<file path="src/rtl/wb_initiator_if.sv">
// Wishbone pipelined-mode bus bundle shared by the initiator and its slaves.
// With NO_MODPORT_EXPRESSIONS the data buses are named dat_m/dat_s, otherwise dat_o/dat_i.
interface if_wb;
    logic        cyc;
    logic        stb;
    logic        we;
    logic [31:0] adr;
    logic [3:0]  sel;
    logic        ack;
    logic        stall;

`ifdef NO_MODPORT_EXPRESSIONS
    logic [31:0] dat_m;
    logic [31:0] dat_s;

    modport master (output cyc, stb, we, adr, sel, dat_m, input  dat_s, ack, stall);
    modport slave  (input  cyc, stb, we, adr, sel, dat_m, output dat_s, ack, stall);
`else
    logic [31:0] dat_o;
    logic [31:0] dat_i;

    modport master (output cyc, stb, we, adr, sel, dat_o, input  dat_i, ack, stall);
    modport slave  (input  cyc, stb, we, adr, sel, dat_o, output dat_i, ack, stall);
`endif
endinterface

</file>
<file path="src/rtl/wb_initiator.sv">
// Wishbone pipelined-mode initiator: one valid/ready request becomes one bus cycle.
// Optional WBM_TIMEOUT_EN aborts a cycle left open for TIMEOUT clocks; see if_wb for NO_MODPORT_EXPRESSIONS.
module wb_initiator #(
    parameter int unsigned TIMEOUT = 255
) (
    input  logic        clk_i,
    input  logic        rst_i,
    if_wb.master        bus,
    input  logic        req_valid,
    output logic        req_ready,
    input  logic        req_we,
    input  logic [31:0] req_adr,
    input  logic [3:0]  req_sel,
    input  logic [31:0] req_dat,
    output logic        rsp_valid,
    output logic [31:0] rsp_dat,
    output logic        rsp_err
);

    if (TIMEOUT < 2 || TIMEOUT > 65535) begin : g_bad_timeout
        $error("wb_initiator: TIMEOUT must be within 2..65535");
    end

    typedef enum logic [1:0] {
        S_IDLE,
        S_REQ,
        S_WAIT,
        S_DONE
    } state_e;

    state_e      state_q;
    logic        cyc_q;
    logic        stb_q;
    logic        we_q;
    logic [31:0] adr_q;
    logic [3:0]  sel_q;
    logic [31:0] dat_q;
    logic        rsp_valid_q;
    logic [31:0] rsp_dat_q;
    logic        rsp_err_q;
    logic [31:0] rd_data;
    logic        timed_out;

`ifdef NO_MODPORT_EXPRESSIONS
    assign bus.dat_m = dat_q;
    assign rd_data   = bus.dat_s;
`else
    assign bus.dat_o = dat_q;
    assign rd_data   = bus.dat_i;
`endif

`ifdef WBM_TIMEOUT_EN
    localparam logic [15:0] TIMEOUT_LAST = 16'(TIMEOUT - 1);
    logic [15:0] cnt_q;
    assign timed_out = (cnt_q == TIMEOUT_LAST);
`else
    assign timed_out = 1'b0;
`endif

    assign bus.cyc   = cyc_q;
    assign bus.stb   = stb_q;
    assign bus.we    = we_q;
    assign bus.adr   = adr_q;
    assign bus.sel   = sel_q;
    assign rsp_valid = rsp_valid_q;
    assign rsp_dat   = rsp_dat_q;
`ifdef WBM_TIMEOUT_EN
    assign rsp_err   = rsp_err_q;
`else
    assign rsp_err   = 1'b0;
`endif

    // Decoded straight from the state register so a request can be taken right after reset.
    assign req_ready = (state_q == S_IDLE);

    // NOTE: the asynchronous reset sits in the sensitivity list so cyc/stb fall without a clock edge.
    always_ff @(posedge clk_i or posedge rst_i) begin
        if (rst_i) begin
            state_q     <= S_IDLE;
            cyc_q       <= 1'b0;
            stb_q       <= 1'b0;
            we_q        <= 1'b0;
            adr_q       <= '0;
            sel_q       <= '0;
            dat_q       <= '0;
            rsp_valid_q <= 1'b0;
            rsp_dat_q   <= '0;
            rsp_err_q   <= 1'b0;
`ifdef WBM_TIMEOUT_EN
            cnt_q       <= '0;
`endif
        end else begin
            rsp_valid_q <= 1'b0;
            unique case (state_q)
                S_IDLE: begin
                    if (req_valid) begin
                        we_q    <= req_we;
                        adr_q   <= req_adr;
                        sel_q   <= req_sel;
                        dat_q   <= req_dat;
                        cyc_q   <= 1'b1;
                        stb_q   <= 1'b1;
                        state_q <= S_REQ;
                    end
`ifdef WBM_TIMEOUT_EN
                    cnt_q <= '0;
`endif
                end

                S_REQ, S_WAIT: begin
`ifdef WBM_TIMEOUT_EN
                    cnt_q <= cnt_q + 16'd1;
`endif
                    // An ack is a completion even while stall is still high.
                    if (bus.ack) begin
                        cyc_q       <= 1'b0;
                        stb_q       <= 1'b0;
                        rsp_valid_q <= 1'b1;
                        rsp_dat_q   <= we_q ? 32'h0 : rd_data;
                        rsp_err_q   <= 1'b0;
                        state_q     <= S_DONE;
                    end else if (timed_out) begin
                        cyc_q       <= 1'b0;
                        stb_q       <= 1'b0;
                        rsp_valid_q <= 1'b1;
                        rsp_dat_q   <= 32'h0;
                        rsp_err_q   <= 1'b1;
                        state_q     <= S_DONE;
                    end else if (state_q == S_REQ && !bus.stall) begin
                        stb_q   <= 1'b0;
                        state_q <= S_WAIT;
                    end
                end

                S_DONE: begin
                    state_q <= S_IDLE;
                end

                default: begin
                    state_q <= S_IDLE;
                end
            endcase
        end
    end

endmodule

</file>
<file path="src/flat_wrapper.sv">
// flat-port wrapper written by rule: the top's interface ports become plain ports
module wb_initiator_flat 
#(
    parameter int unsigned TIMEOUT = 255
)
  (clk_i, rst_i, req_valid, req_ready, req_we, req_adr, req_sel, req_dat, rsp_valid, rsp_dat, rsp_err, bus_cyc, bus_stb, bus_we, bus_adr, bus_sel, bus_dat_o, bus_dat_i, bus_ack, bus_stall);
  if_wb bus_i ();
  input  logic clk_i;
  input  logic rst_i;
  input  logic req_valid;
  output logic req_ready;
  input  logic req_we;
  input  logic [31:0] req_adr;
  input  logic [3:0] req_sel;
  input  logic [31:0] req_dat;
  output logic rsp_valid;
  output logic [31:0] rsp_dat;
  output logic rsp_err;
  output wire logic [$bits(bus_i.cyc)-1:0] bus_cyc;
  output wire logic [$bits(bus_i.stb)-1:0] bus_stb;
  output wire logic [$bits(bus_i.we)-1:0] bus_we;
  output wire logic [$bits(bus_i.adr)-1:0] bus_adr;
  output wire logic [$bits(bus_i.sel)-1:0] bus_sel;
  output wire logic [$bits(bus_i.dat_o)-1:0] bus_dat_o;
  input wire logic [$bits(bus_i.dat_i)-1:0] bus_dat_i;
  input wire logic [$bits(bus_i.ack)-1:0] bus_ack;
  input wire logic [$bits(bus_i.stall)-1:0] bus_stall;
  assign bus_cyc = bus_i.cyc;
  assign bus_stb = bus_i.stb;
  assign bus_we = bus_i.we;
  assign bus_adr = bus_i.adr;
  assign bus_sel = bus_i.sel;
  assign bus_dat_o = bus_i.dat_o;
  assign bus_i.dat_i = bus_dat_i;
  assign bus_i.ack = bus_ack;
  assign bus_i.stall = bus_stall;
  wb_initiator #(.TIMEOUT(TIMEOUT)) u_core (.clk_i(clk_i), .rst_i(rst_i), .bus(bus_i), .req_valid(req_valid), .req_ready(req_ready), .req_we(req_we), .req_adr(req_adr), .req_sel(req_sel), .req_dat(req_dat), .rsp_valid(rsp_valid), .rsp_dat(rsp_dat), .rsp_err(rsp_err));
endmodule
</file>
<file path="config.mk">
export PLATFORM = sky130hd
export DESIGN_NAME = wb_initiator_flat
export DESIGN_NICKNAME = d
export VERILOG_FILES = /design/src/rtl/wb_initiator_if.sv /design/src/rtl/wb_initiator.sv /design/src/flat_wrapper.sv
export SDC_FILE = /design/constraint.sdc
export NUM_CORES = 1
export LEC_CHECK = 0
export ABC_CLOCK_PERIOD_IN_PS = 3700
export BUFFER_PORTS_ARGS = -buffer_cell sky130_fd_sc_hd__buf_2
export CAP_MARGIN = 20
export CORE_MARGIN = 5
export CORE_UTILIZATION = 41
export CTS_BUF_LIST = sky130_fd_sc_hd__clkbuf_8 sky130_fd_sc_hd__clkbuf_16
export CTS_CLUSTER_DIAMETER = 120
export DETAILED_ROUTE_END_ITERATION = 8
export PLACE_DENSITY = 0.77
export SKIP_LAST_GASP = 1
export SLEW_MARGIN = 0
export SYNTH_ARGS = -nofsm -noshare
export SYNTH_HDL_FRONTEND = slang
export SYNTH_SLANG_ARGS = --single-unit
</file>
<file path="constraint.sdc">
create_clock -name clk_i -period 3.7 [get_ports clk_i]
set_input_delay 0.925 -clock clk_i [delete_from_list [all_inputs] [get_ports clk_i]]
set_output_delay 0.925 -clock clk_i [all_outputs]
set_load 0.02 [all_outputs]
</file>
==> results.yml <==
logic_synthesis:
  synthMuxAreaShare_pct: 19.3
  synth_top_family_by_area: "multiplexers"
  synth.avg_cell_area_um2: 13.3
  synth.cell_area_mm2: 0.00422
  yosysSeqAreaShare_pct: 62.9
  syn_nets: 426
  ys_ff_latch: 106
  synth_compound_area_share_pct: 5.31
  synthCells: 316
  yosys.area_share.simple_pct: 8.28
  ys.warnings.count: 0
  synthAdderAreaFrac_pct: 1.19
  synthXorXnorAreaFrac_pct: 0
  ys_types: 19
timing:
  skew_ps: 10.0
  fin_crit_sh_pct: 65.3
  tightest_slew_ps: 943
  max_freq_mhz: 414
  max-slew-margin-rel_pct: 37.1
  rsz0062_at_grt: "false"
  fin_setup_tns_ps: 0
  hold_ws_ps: 483
  setup_violations: 0
  slew_violations: 0
  fin_crit_ps: 2420
  hold_viol_final: 0
clocking:
  path_clk_slew_ps: 100
  clock-sinks: 106
  clock_path_buffers: 2
  cts_tree: "yes"
  clk_latency_ps: 350
  post_cts_buffers: 0
  cts_resized: 0
  root_buffer: "clkbuf_8"
  postCtsHoldBufs: 0
  cts_made_buffers: 9
  htreeDepth: 3
critical_path:
  slowest_delay_ps: 840
  startpoint_type: "flop"
  ff2ff_setup_slack_ps: 1710
  slowest_stage: "dfrtp_1"
  critPathKind: "reg2out"
  endpoint_kind: "output port"
  r2r-start: "u_core.state_q[1]$_DFFE_PP0P_"
  critical-path-top-delay-family: "flip-flops"
  crit_fanout: 34
  crit_buf_inv: 1
  cp_data_arrival_time_ps: 1490
  required_ps: 2770
  cp_cell_sequence: "buf_2"
  critPathLaunch: "u_core.bus.we$_DFFE_PP0P_"
run:
  cap_viol_max_count: 0
place:
  place_congestion: 0.769
  port_buffers: 210
  dp_hpwl_um: 7450
finish:
  nNetsFinal: 631
  drive_above_1_share_pct: 57.0
  n_antenna_cell: 0
  final_util_pct: 54.6
  area_growth_pct: 32.0
global_routing:
  antenna_found_initial: 0
  grt_pass1_vias: 3232
  grt_pass1_wl_um: 15900
  grt-ovfl-total: 0
  grt_max_degree: 70
  grt_usage_pct: 15.7
drt:
  dr.pass1.iters: 4
  ant_nets: 0
  vias: 3029
  drt_iter0_markers: 67
  drc_errors: 0
  wirelength_um: 9740
  post_drt_via_cell_ratio: 4.58
  drt-wirelength-per-cell_um: 14.7
worst_hold_path:
  hold_start: "u_core.rsp_dat[7]$_DFFE_PP0P_"
  min_path_type: "reg2reg"
floorplan:
  die_y_um: 111
  die_x_um: 111
  initial_core_util_pct: 41.4
  ios: 212
  core_mm2: 0.0102
  rows: 37
  dieArea_mm2: 0.0124
outcome:
  status: "completed"
power_and_ir_drop:
  p_per_area_mw_per_mm2: 914
  ir_drop_mv: 0.392
  leakage_uw: 0.00289
-- through the flow --
stage,power (uW),setup WS [ps],cell area (um2),std cells
after floorplan,3650,1500,4220,316
after global routing,5450,1150,5560,662
final,5080,1280,5560,662
after detailed placement,4490,1350,5380,646
after global placement,4380,1400,5380,646
after CTS,5170,1210,5560,662
-- state kept, by name, summed over array words and instances, names as in the netlist --
name and cells:
u_core.bus.sel 4, u_core.rsp_valid 1, u_core.bus.we 1, u_core.bus.dat_o 32, u_core.bus.adr 32, u_core.bus.cyc 1
u_core.state_q 2, u_core.rsp_dat 32, u_core.bus.stb 1
-- Yosys cell counts, drive strengths merged --
| library cell | instances | area (um2) |
|---|---|---|
| mux2 | 69 | 815 |
| o21ai | 34 | 170 |
| nand2 | 34 | 130 |
| clkbuf | 5 | 18.8 |
| o22ai | 2 | 12.5 |
| a21oi | 5 | 25.0 |
| nand2b | 33 | 206 |
| ha | 4 | 50.1 |
| o22a | 1 | 8.76 |
| conb | 1 | 3.75 |
| nor2b | 2 | 12.5 |
| dfrtp | 106 | 2650 |
| buf | 13 | 80.1 |
| o21a | 1 | 7.51 |
| inv | 6 | 22.5 |
-- cells by family (layout without fill, tap and decap cells) --
group | after synthesis | count (layout)
flip-flops | 106 | 106
multiplexers | 69 | 69
AND/OR/NAND/NOR | 69 | 69
AO/OA/AOI/OAI | 43 | 43
buffers and inverters | 24 | 234
adder cells (fa/ha/maj) | 4 | 4
other | 1 | 1
-- where the power goes --
part / switching (uW) / internal, uW / leakage [uW]
combinational: 1380 / 1000 / 0.00151
sequential: 317 / 1710 / 0.00129
clock: 396 / 271 / 0.0000895
-- cell type report --
cell class                      instances  area (um2)
Fill cell                             922        4620
Sequential cell                       106        2650
Clock buffer                           10         138
Inverter                                6        26.3
Clock inverter                          6        50.0
Timing Repair Buffer                  212        1080
Tap cell                              136         170
Multi-Input combinational cell        186        1450
-- final timing paths --
path | endpoint | depth (start not counted)
worst max register to register | u_core.bus.dat_o[7]$_DFFE_PP0P_ | 4
worst min register to register | u_core.rsp_dat[7]$_DFFE_PP0P_ | 2
worst min-delay path | u_core.rsp_dat[7]$_DFFE_PP0P_ | 2
max in group asynchronous | u_core.rsp_dat[22]$_DFFE_PP0P_ | 3
worst max-delay path | bus_we | 1
min in group asynchronous | u_core.bus.sel[0]$_DFFE_PP0P_ | 2
-- layout by cell type (no fill, tap or decap) --
cell type     n
buf_2       210
inv_1         5
mux2_4       10
dfrtp_1     106
nand2b_1     33
o22ai_1       2
inv_6         2
o21a_1        1
o22a_1        1
clkbuf_8     10
buf_4         1
clkinvlp_4    3
nand2_4       1
o21ai_0      34
nor2b_1       2
clkinv_4      2
nand2_2       1
nand2_1      32
conb_1        1
a21oi_1       5
ha_1          4
buf_12        1
mux2_2       59
-- layer usage --
metal	global-route usage (%)	vias to the layer above	wire length [um]
li1	-	1463	-
met5	0	-	0
met1	18.8	1436	3910
met3	5.43	7	780
met2	27.2	123	4970
met4	4.14	0	85
(Power assumes the default switching activity.)
